==> src/rtl/fpu_sched_pkg.sv <==
// Shared scheduling types for FPU-internal arbiters.
// Contents:
//   FMUL_LAT_MAX - deepest supported pipeline around the shared multiplier
//   N_REQ_MAX    - largest supported requester count
//   id_width()   - requester-id width for a given requester count (minimum 1)
//   stage_t      - one pipeline slot: {valid, id, data}; data holds {x1, x2} in the
//                  first stage and the product in [31:0] in every later stage
package fpu_sched_pkg;

   localparam int unsigned FMUL_LAT_MAX = 4;
   localparam int unsigned N_REQ_MAX    = 4;

   function automatic int unsigned id_width(input int unsigned n);
      return (n > 1) ? $clog2(n) : 1;
   endfunction

   // Sized for the largest requester count; narrower configs use the low bits.
   localparam int unsigned ID_W_MAX = id_width(N_REQ_MAX);

   typedef struct packed {
      logic                valid;
      logic [ID_W_MAX-1:0] id;
      logic [63:0]         data;
   } stage_t;

endpackage

==> src/rtl/fmul.sv <==
// Combinational IEEE-754 single-precision multiplier, round-to-nearest-even.
// Normalized operands only: zero/denormal exponents are treated as zero, results
// that underflow flush to signed zero, overflow saturates to infinity.
// Ports:
//   x1, x2 - operands
//   y      - product
module fmul (
   input  logic [31:0] x1,
   input  logic [31:0] x2,
   output logic [31:0] y
);

   logic               sgn;
   logic [7:0]         e1, e2;
   logic [23:0]        m1, m2;
   logic [47:0]        prod;
   logic [23:0]        mant;
   logic               guard, sticky, rnd;
   logic [24:0]        mant_r;
   logic [22:0]        frac;
   logic signed [10:0] exp_s;
   logic               nan1, nan2;

   always_comb begin
      sgn  = x1[31] ^ x2[31];
      e1   = x1[30:23];
      e2   = x2[30:23];
      m1   = {1'b1, x1[22:0]};
      m2   = {1'b1, x2[22:0]};
      prod = m1 * m2;

      // Product of two [1,2) mantissas lies in [1,4); pick the leading one.
      if (prod[47]) begin
         mant   = prod[47:24];
         guard  = prod[23];
         sticky = |prod[22:0];
      end else begin
         mant   = prod[46:23];
         guard  = prod[22];
         sticky = |prod[21:0];
      end

      rnd    = guard & (sticky | mant[0]);
      mant_r = {1'b0, mant} + {24'd0, rnd};
      // Rounding carry-out leaves 1.000..0, so the fraction is simply shifted.
      frac   = mant_r[24] ? mant_r[23:1] : mant_r[22:0];
      exp_s  = $signed({3'b000, e1}) + $signed({3'b000, e2}) - 11'sd127
             + $signed({10'd0, prod[47]}) + $signed({10'd0, mant_r[24]});

      y = {sgn, exp_s[7:0], frac};
      if (e1 == 8'd0 || e2 == 8'd0) begin
         y = {sgn, 31'd0};
      end else if (exp_s >= 11'sd255) begin
         y = {sgn, 8'hFF, 23'd0};
      end else if (exp_s <= 11'sd0) begin
         y = {sgn, 31'd0};
      end

      nan1 = (e1 == 8'hFF) && (x1[22:0] != 23'd0);
      nan2 = (e2 == 8'hFF) && (x2[22:0] != 23'd0);
      if (e1 == 8'hFF || e2 == 8'hFF) begin
         if (nan1 || nan2 || e1 == 8'd0 || e2 == 8'd0) begin
            y = 32'h7FC00000;
         end else begin
            y = {sgn, 8'hFF, 23'd0};
         end
      end
   end

endmodule

==> src/rtl/fmul_arbiter_rr.sv <==
// Round-robin arbiter with an internal rotating priority pointer.
// Ports:
//   clk, rstn - clock, asynchronous active-low reset (pointer -> 0)
//   req       - request vector
//   en        - grant allowed this cycle; a grant is always an accept
//   gnt       - one-hot grant, first request at or after the pointer
module rr_arbiter
   import fpu_sched_pkg::*;
#(
   parameter int unsigned N = 2
) (
   input  logic         clk,
   input  logic         rstn,
   input  logic [N-1:0] req,
   input  logic         en,
   output logic [N-1:0] gnt
);

   localparam int unsigned IW = id_width(N);

   logic [IW-1:0] ptr_q, ptr_d;
   logic [IW-1:0] win, idx;
   logic          found;

   always_comb begin
      found = 1'b0;
      win   = '0;
      idx   = '0;
      for (int unsigned off = 0; off < N; off++) begin
         idx = IW'((32'(ptr_q) + off) % N);
         if (!found && req[idx]) begin
            found = 1'b1;
            win   = idx;
         end
      end

      gnt   = '0;
      ptr_d = ptr_q;
      if (en && found) begin
         gnt[win] = 1'b1;
         ptr_d    = (32'(win) == N - 1) ? '0 : win + 1'b1;
      end
   end

   always_ff @(posedge clk or negedge rstn) begin
      if (!rstn) begin
         ptr_q <= '0;
      end else begin
         ptr_q <= ptr_d;
      end
   end

endmodule

==> src/rtl/fmul_arbiter.sv <==
// Shares one combinational fmul between N_REQ requesters through a LAT-deep
// registered pipeline. Round-robin issue, in-order return, per-requester
// backpressure; empty slots behind a stalled head keep filling.
// Ports:
//   clk, rstn  - clock, asynchronous active-low reset
//   req_valid  - per-requester operation valid
//   req_x1/x2  - operands, requester i in bits [32i+31:32i]
//   req_ready  - one-hot grant (accept = req_valid & req_ready)
//   resp_valid - head result belongs to requester i (at most one bit)
//   resp_y     - product at the head
//   resp_ready - per-requester result acceptance
//   busy       - any pipeline stage occupied
module fmul_arbiter
   import fpu_sched_pkg::*;
#(
   parameter int unsigned N_REQ = 2,
   parameter int unsigned LAT   = 2
) (
   input  logic                 clk,
   input  logic                 rstn,
   input  logic [N_REQ-1:0]     req_valid,
   input  logic [32*N_REQ-1:0]  req_x1,
   input  logic [32*N_REQ-1:0]  req_x2,
   output logic [N_REQ-1:0]     req_ready,
   output logic [N_REQ-1:0]     resp_valid,
   output logic [31:0]          resp_y,
   input  logic [N_REQ-1:0]     resp_ready,
   output logic                 busy
);

   localparam int unsigned ID_W = id_width(N_REQ);

   if (LAT < 1 || LAT > FMUL_LAT_MAX) begin : g_bad_lat
      $error("fmul_arbiter: LAT out of range");
   end
   if (N_REQ < 2 || N_REQ > N_REQ_MAX) begin : g_bad_nreq
      $error("fmul_arbiter: N_REQ out of range");
   end

   stage_t            s_q [LAT];
   stage_t            s_d [LAT];
   stage_t            head;
   logic [LAT-1:0]    adv;
   logic              head_ok;
   logic [ID_W-1:0]   head_id;
   logic [ID_W-1:0]   gnt_id;
   logic [31:0]       x1_sel, x2_sel;
   logic [31:0]       fmul_y;

   assign head    = s_q[LAT-1];
   assign head_id = head.id[ID_W-1:0];

   // A stage may advance if any slot between it and the output is empty, or the
   // head drains this cycle. Written without self-reference to stay acyclic.
   always_comb begin
      head_ok = !head.valid || resp_ready[head_id];
      for (int unsigned k = 0; k < LAT; k++) begin
         adv[k] = head_ok;
         for (int unsigned j = k + 1; j < LAT; j++) begin
            if (!s_q[j].valid) adv[k] = 1'b1;
         end
      end
   end

   // Gating with rstn keeps req_ready low while reset is held.
   rr_arbiter #(
      .N (N_REQ)
   ) u_rr (
      .clk  (clk),
      .rstn (rstn),
      .req  (req_valid),
      .en   (adv[0] & rstn),
      .gnt  (req_ready)
   );

   always_comb begin
      gnt_id = '0;
      x1_sel = '0;
      x2_sel = '0;
      for (int unsigned i = 0; i < N_REQ; i++) begin
         if (req_ready[i]) begin
            gnt_id = ID_W'(i);
            x1_sel = req_x1[32*i +: 32];
            x2_sel = req_x2[32*i +: 32];
         end
      end
   end

   fmul u_fmul (
      .x1 (s_q[0].data[63:32]),
      .x2 (s_q[0].data[31:0]),
      .y  (fmul_y)
   );

   always_comb begin
      for (int unsigned k = 0; k < LAT; k++) s_d[k] = s_q[k];

      if (adv[0]) begin
         s_d[0].valid = |req_ready;
         s_d[0].id    = ID_W_MAX'(gnt_id);
         s_d[0].data  = {x1_sel, x2_sel};
      end

      for (int unsigned k = 1; k < LAT; k++) begin
         if (adv[k-1]) begin
            s_d[k] = s_q[k-1];
            if (k == 1) s_d[k].data = {32'd0, fmul_y};
         end
      end
   end

   always_ff @(posedge clk or negedge rstn) begin
      if (!rstn) begin
         for (int unsigned k = 0; k < LAT; k++) s_q[k] <= '0;
      end else begin
         for (int unsigned k = 0; k < LAT; k++) s_q[k] <= s_d[k];
      end
   end

   always_comb begin
      resp_valid = '0;
      if (head.valid) resp_valid[head_id] = 1'b1;
   end

   if (LAT == 1) begin : g_lat1
      assign resp_y = fmul_y;
   end else begin : g_latn
      assign resp_y = head.data[31:0];
   end

   always_comb begin
      busy = 1'b0;
      for (int unsigned k = 0; k < LAT; k++) busy = busy | s_q[k].valid;
   end

   // Upper data bits of the head and spare id bits are never read out.
   logic unused_head;
   assign unused_head = ^{head.data[63:32], head.id};

endmodule

==> config.mk <==
export PLATFORM = sky130hd
export DESIGN_NAME = fmul_arbiter
export DESIGN_NICKNAME = d
export VERILOG_FILES = /design/src/rtl/fpu_sched_pkg.sv /design/src/rtl/fmul.sv /design/src/rtl/fmul_arbiter_rr.sv /design/src/rtl/fmul_arbiter.sv
export SDC_FILE = /design/constraint.sdc
export NUM_CORES = 2
export LEC_CHECK = 0
export ABC_AREA = 1
export ABC_CLOCK_PERIOD_IN_PS = 12040
export CORE_AREA = 3 3 224 281
export CTS_CLUSTER_DIAMETER = 120
export DETAILED_ROUTE_END_ITERATION = 16
export DIE_AREA = 0 0 227 284
export GPL_TIMING_DRIVEN = 0
export PLACE_DENSITY = 0.73
export SETUP_SLACK_MARGIN = 0.02
export SLEW_MARGIN = 30
export SYNTH_ARGS = -nofsm -noshare
export SYNTH_HDL_FRONTEND = slang
export SYNTH_SLANG_ARGS = --single-unit
==> constraint.sdc <==
create_clock -name clk -period 12.04 [get_ports clk]
set_clock_uncertainty 0.1 [all_clocks]
set_input_delay 2.408 -clock clk [delete_from_list [all_inputs] [get_ports clk]]
set_output_delay 2.408 -clock clk [all_outputs]
set_load 0.02 [all_outputs]
Word-level counts from Yosys, hierarchy flattened
Index checks and enable logic that the tools add are counted.
{ "totals": {"register_bits": 101, "in_bits": 134, "output_inout_bits": 37, "wordCells": 83} }
{ "classes": {"n_addsub": 7, "n_mul": 1, "n_lt_le_gt_ge": 8, "n_eq_ne": 2, "mux": 32, "n_bitwise": 5, "n_reduce_logical": 21} }
{ "ops": {"columns": ["operator", "n"], "rows": [
  ["32-bit two-way mux", 6],
  ["31-bit two-way mux", 3],
  ["24-bit by 24-bit multiplier with 48-bit output", 1],
  ["23-bit nonzero test", 2],
  ["24-bit by 1-bit adder with 25-bit output", 1],
  ["24-bit two-way mux", 1],
  ["23-bit two-way mux", 1],
  ["23-bit OR reduction", 1],
  ["11-bit by 2-bit adder with 11-bit output", 2],
  ["22-bit OR reduction", 1],
  ["1-bit two-way mux", 17],
  ["8-bit equality test, second input constant", 2],
  ["8-bit zero test", 2],
  ["11-bit by 9-bit >= comparator with 1-bit output, second input constant", 1],
  ["11-bit by 1-bit <= comparator with 1-bit output, second input constant", 1],
  ["11-bit by 8-bit subtractor with 11-bit output, second input constant", 1],
  ["8-bit by 8-bit adder with 9-bit output", 1],
  ["1-bit by 2-bit < comparator with 1-bit output, second input constant", 4],
  ["1-bit logical AND", 6],
  ["1-bit logical OR", 6],
  ["2-bit two-way mux", 2],
  ["1-bit adder, second input constant", 2],
  ["1-bit bitwise AND", 2],
  ["1-bit demux with 1-bit select", 2],
  ["5 further kinds", 8]
]} }

Logic depth before layout (Yosys ltp)
{ "depth": {"word_depth": 13, "depth_mapped": 62} }

Modules after synthesis
A second synthesis with hierarchy kept.
{ "unflattened": {"cells_unflattened": 4009, "hier_area_um2": 28407.2} }
{ "modules_own_cells": {"columns": ["module", "instances", "cells_each", "area_each_um2"], "rows": [
  ["fmul", 1, 3299, 23045.9],
  ["fmul_arbiter", 1, 697, 5290.1],
  ["rr_arbiter", 1, 13, 71.3]
]} }

Worst setup path before layout
OpenSTA, ideal clock, no wires.
{ "synth_timing": {"kind": "register -> register", "startpoint": "reg, netlist name s_q[76]", "endpoint": "reg, netlist name resp_y[14]", "setup_ns": 0.123, "t_arrival_ns": 9.530, "t_required_ns": 11.817, "setup_slack_ns": 2.287, "stages_incl_launch_ff": 56, "synth_period_minus_slack_ns": 9.753, "path_cell_list": "dfrtp_1 clkbuf_1 clkbuf_1 nand2_1 fa_1 inv_1 fa_1 inv_1 fa_1 inv_1 fa_1 fa_1 fa_1 inv_1 fa_1 inv_1 ha_1 nand2_1 [20 not listed] nand2_2 nor2_1 ha_1 inv_1 fa_1 inv_1 nand3_1 nor2_1 nand2_1 nand2_1 nand3_1 o21ai_0 nor2_1 nand3_2 inv_1 buf_4 o21ai_0 nand2_1"} }
{ "synth_via": {"elab_chain_cells": 12, "elab_cells_between_ends": 18, "classes_between": "add/sub (3); mul (1); order compare (2); mux (8); bitwise (2); reduce/logical (2)"} }
{ "synth_lines": {"columns": ["item", "line", "text"], "rows": [
  ["24-bit by 24-bit multiplier with 48-bit output (*)", "fmul.sv:30", "prod = m1 * m2;"],
  ["23-bit OR reduction / 22-bit OR reduction (equally long branches)", "fmul.sv:36, fmul.sv:40", null],
  ["1-bit two-way mux", "fmul.sv:33", "if (prod[47]) begin"],
  ["1-bit bitwise OR", "fmul.sv:43", "rnd = guard & (sticky | mant[0]);"],
  ["1-bit bitwise AND", "fmul.sv:43", null],
  ["24-bit by 1-bit adder with 25-bit output", "fmul.sv:44", "mant_r = {1'b0, mant} + {24'd0, rnd};"],
  ["11-bit by 2-bit adder with 11-bit output", "fmul.sv:48", "+ $signed({10'd0, prod[47]}) + $signed({10'd0, mant_r[24]});"],
  ["11-bit by 1-bit <= comparator with 1-bit output", "fmul.sv:55", "end else if (exp_s <= 11'sd0) begin"],
  ["31-bit two-way mux", "fmul.sv:55", null],
  ["31-bit two-way mux (*)", "fmul.sv:53", "end else if (exp_s >= 11'sd255) begin"],
  ["31-bit two-way mux (*)", "fmul.sv:51", "if (e1 == 8'd0 || e2 == 8'd0) begin"],
  ["32-bit two-way mux (*)", "fmul.sv:61", "if (e1 == 8'hFF || e2 == 8'hFF) begin"]
]} }
Mark *: on every way between the ends. The rest lies on a longest branch, timed or not.
A chain may end at the register's enable or synchronous reset.

Worst setup path in the final report
{ "layout_timing": {"startpoint": "reg, netlist name s_q[107]", "endpoint": "reg, netlist name resp_y[2]"} }
{ "layout_via": {"elab_chain_cells": 12, "elab_cells_between_ends": 18, "classes_between": "add/sub (3); mul (1); order compare (2); mux (8); bitwise (2); reduce/logical (2)"} }
{ "layout_lines": {"columns": ["item", "line"], "rows": [
  ["24-bit by 24-bit multiplier with 48-bit output (*)", "fmul.sv:30"],
  ["23-bit OR reduction / 22-bit OR reduction (equally long branches)", "fmul.sv:36, fmul.sv:40"],
  ["1-bit two-way mux", "fmul.sv:33"],
  ["1-bit bitwise OR", "fmul.sv:43"],
  ["1-bit bitwise AND", "fmul.sv:43"],
  ["24-bit by 1-bit adder with 25-bit output", "fmul.sv:44"],
  ["11-bit by 2-bit adder with 11-bit output", "fmul.sv:48"],
  ["11-bit by 1-bit <= comparator with 1-bit output", "fmul.sv:55"],
  ["31-bit two-way mux", "fmul.sv:55"],
  ["31-bit two-way mux (*)", "fmul.sv:53"],
  ["31-bit two-way mux (*)", "fmul.sv:51"],
  ["32-bit two-way mux (*)", "fmul.sv:61"]
]} }
Marked as above.

==> results by group <==
Die
  • Die area: around 64000 um2
  • Die width: about 230 um
  • # rows: around 100
  • # IOs: 171
  • Starting Density: 44.9%
  • Die Y: 284 um
  • Core area: 60500 um2

Timing
  • Fin crit period: 11.38 ns
  • Slew headroom: 29.0%
  • Fin crit share: 94.5%
  • Hold Fails Final Rpt: 0
  • Setup-failing EPs final: 0
  • Maximum clock rate: between 0.08 and 0.09 GHz
  • Setup repair after global routing missed its margin: no
  • Slew of the pin with the lowest slew margin: 1.06 ns
  • Final Hold Slack: 0.395 ns
  • Final worst slack: 0.657 ns
  • Max-slew violations: 0
  • Post-Route Setup TNS: 0 ns

Min path
  • Hold crit path type: register to register
  • Hold depth: 2
  • Hold EP: resp_y[13]$_DFFE_PN0N_
  • Min-Delay Startpoint: resp_y[13]$_DFFE_PN0N_

Worst setup path
  • Critical Path RT: 12.28 ns
  • Top delay family on crit path: adder cells
  • RR Endpoint: resp_y[2]$_DFFE_PN0N_
  • CP bufs+invs: 13
  • CP Max Fanout: 10
  • Setup crit end kind: register
  • Reg2Reg Setup Slack: 0.66 ns
  • Critical path's slowest cell: dfrtp_1
  • Worst R2R Path Depth: 53
  • Max incr delay on CP: 0.68 ns
  • FF-to-FF Start: s_q[107]$_DFFE_PN0N_
  • Setup CP Type: register to register
  • Critical Path AT: about 12 ns
  • Critical path launch point type: register

Global route
  • Total congestion overflow: 0
  • Initial antenna violation count: 2
  • Gr usage total: approximately 28%
  • First-pass GRT wire length: 136 mm
  • Vias in the first global route: around 24000
  • Largest net degree at the start of global routing: 59

Layout
  • P&R area growth vs syn: 11.5%
  • Filler cells: just under 6000
  • Final net count: 4707
  • N_diodes: 0
  • Layout cells sized above 1: 5.79%
  • Finished layout cell area: 30300 um2

Place
  • HPWL Detailed: 75.0 mm
  • Port bufs: 170
  • Placed Area: 29900 um2
  • Final RePlAce weighted congestion: 1.03
  • Pre-CTS WS: 0.0715 ns

Routing
  • Via/cell ratio: 5.06
  • Drt total wl: roughly 87 mm
  • TritonRoute pass-1 iters: 9
  • Post-DR wirelength/cell: ~19 um
  • DRC viols: 0
  • DR vias: 23700
  • Final ANT Viol Nets: 0
  • Starting DRC count in detailed routing: 1721

Logic synthesis
  • Post-Synth Simple-Gate Area: 22.6%
  • Fraction of the yosys area taken by sequential cells: 9.30%
  • Largest family of logic cells by synthesized area: adder cells
  • Yosys cell types: 49
  • Synth Instances: 3735
  • Avg Cell Area, Syn: 7.27 um2
  • Synthesized Nets: 4541
  • Mux cell area share after synthesis: 0%
  • Synth Register Bits: 101
  • Yosys warns: 0
  • Mapped Area: 27200 um2
  • Post-synthesis adder-cell area fraction: 44.3%
  • Synth Area in Compound Gates: 4.32%
  • Xor/xnor share of the synthesized area: 1.48%

Clock network
  • Root Buffer: clkbuf_16
  • H-tree levels: 3
  • Skew-Pair Late Insertion Delay: 0.40 ns
  • Clock sink count: 101
  • CTS tree: built
  • CTS Buffer Depth: 2
  • Post-CTS Setup Bufs: 0
  • Reg clk slew, reported paths: 0.09 ns
  • Total CTS buffers: 9

Outcome
  • Outcome: complete, no violations

Flow run
  • Max-cap violations: 0
-- area by class of cell --
| class | instances | area [um2] | share of cell area [%] |
|---|---|---|---|
| tap | 772 | 966 | 3.19 |
| inverter | 1061 | 3980 | 13.2 |
| clock buffer | 9 | 225 | 0.744 |
| buffer | 180 | 1000 | 3.32 |
| clock inverter | 7 | 83.8 | 0.277 |
| sequential | 101 | 2530 | 8.36 |
| multi-input combinational | 2377 | 19800 | 65.2 |
| timing repair buffer | 171 | 1730 | 5.73 |
-- cell usage after synthesis (all sizes together) --
master / n / area [um2]
nor3b: 1 / 12.5
a21boi: 1 / 7.51
fa: 484 / 9690
and2: 1 / 6.26
nand3b: 13 / 97.6
o211ai: 4 / 40.0
o211a: 1 / 10.0
nor2: 149 / 677
buf: 42 / 327
o31ai: 2 / 15.0
xnor2: 16 / 140
clkbuf: 154 / 578
ha: 188 / 2350
inv: 1060 / 3980
or2: 4 / 25.0
o21bai: 11 / 82.6
a21oi: 44 / 224
a22o: 1 / 8.76
nand4: 29 / 209
xor2: 30 / 263
nor3: 14 / 97.6
nor4: 15 / 93.8
a21o: 2 / 15.0
nand3: 78 / 428
dfrtp: 101 / 2530
nand2: 1169 / 4490
o21ai: 55 / 283
a22oi: 64 / 480
a2111oi: 1 / 8.76
clkinv: 1 / 3.75
-- worst min-delay path, stage by stage (launching register included) --
cell	delay [ns]
dfrtp_1	0.36
nand2_1	0.05
nand2_1	0.05
-- state kept, by name, summed over array words and instances, names as in the netlist --
signal      flops
head            2
resp_y         32
s_q            66
u_rr.ptr_q      1
-- metrics by stage --
step	instances	utilization, %
after detailed placement	4678	49.3
after CTS	4694	49.9
after global placement	4677	49.3
after floorplan	3735	-
final	4678	50.0
after global routing	4678	50.0
-- worst max-delay path by stage --
stage	startpoint	endpoint	slack, ns	cells after the start
final	s_q[107]$_DFFE_PN0N_	resp_y[2]$_DFFE_PN0N_	0.66	53
after global routing	s_q[109]$_DFFE_PN0N_	resp_y[2]$_DFFE_PN0N_	0.02	61
after CTS	s_q[108]$_DFFE_PN0N_	resp_y[2]$_DFFE_PN0N_	0.05	57
after detailed placement	s_q[108]$_DFFE_PN0N_	resp_y[2]$_DFFE_PN0N_	0.07	53
after global placement	s_q[108]$_DFFE_PN0N_	resp_y[2]$_DFFE_PN0N_	0.17	56
after floorplan	s_q[76]$_DFFE_PN0N_	resp_y[14]$_DFFE_PN0N_	2.29	55
-- what timing repair did --
action / 4_1_cts / 5_1_grt
hold buffers: 0 / 0
resized for setup: 0 / 249
setup endpoints to repair: 0 / 31
-- logic make-up after synthesis --
family,Yosys count
xor gates and xnor gates,46
adders and majority gates,672
AOI/OAI and AO/OA,186
and+or+nand+nor,1473
buffers and inverters,1257
DFF,101
-- routing by layer --
layer,up-vias,share of wire [%],global-route usage [%]
met3,242,7.1,4.31
met4,0,7.6,16.4
met1,11500,38,34.1
li1,11000,-,-
met2,893,48,46.2
met5,-,0,0
-- cells in the final DEF (no fill, tap or decap), types with 17 or more instances in the layout --
cell type / synthesis / final
a22oi_1: 64 / 64
nand4_1: 26 / 26
clkbuf_4: 0 / 17
ha_1: 188 / 188
fa_1: 484 / 484
a21oi_1: 43 / 43
nand3_1: 72 / 72
clkbuf_1: 154 / 46
inv_1: 1053 / 1053
clkbuf_2: 0 / 60
nor2_1: 131 / 130
buf_4: 34 / 35
dfrtp_1: 101 / 98
nand2_2: 19 / 19
nand2_1: 1143 / 1143
clkdlybuf4s50_1: 0 / 169
xor2_1: 30 / 30
o21ai_0: 51 / 51
Power is left out: the tool's default activity adds up to more than one toggle a clock period on the data nets, which glitch-free logic cannot reach.
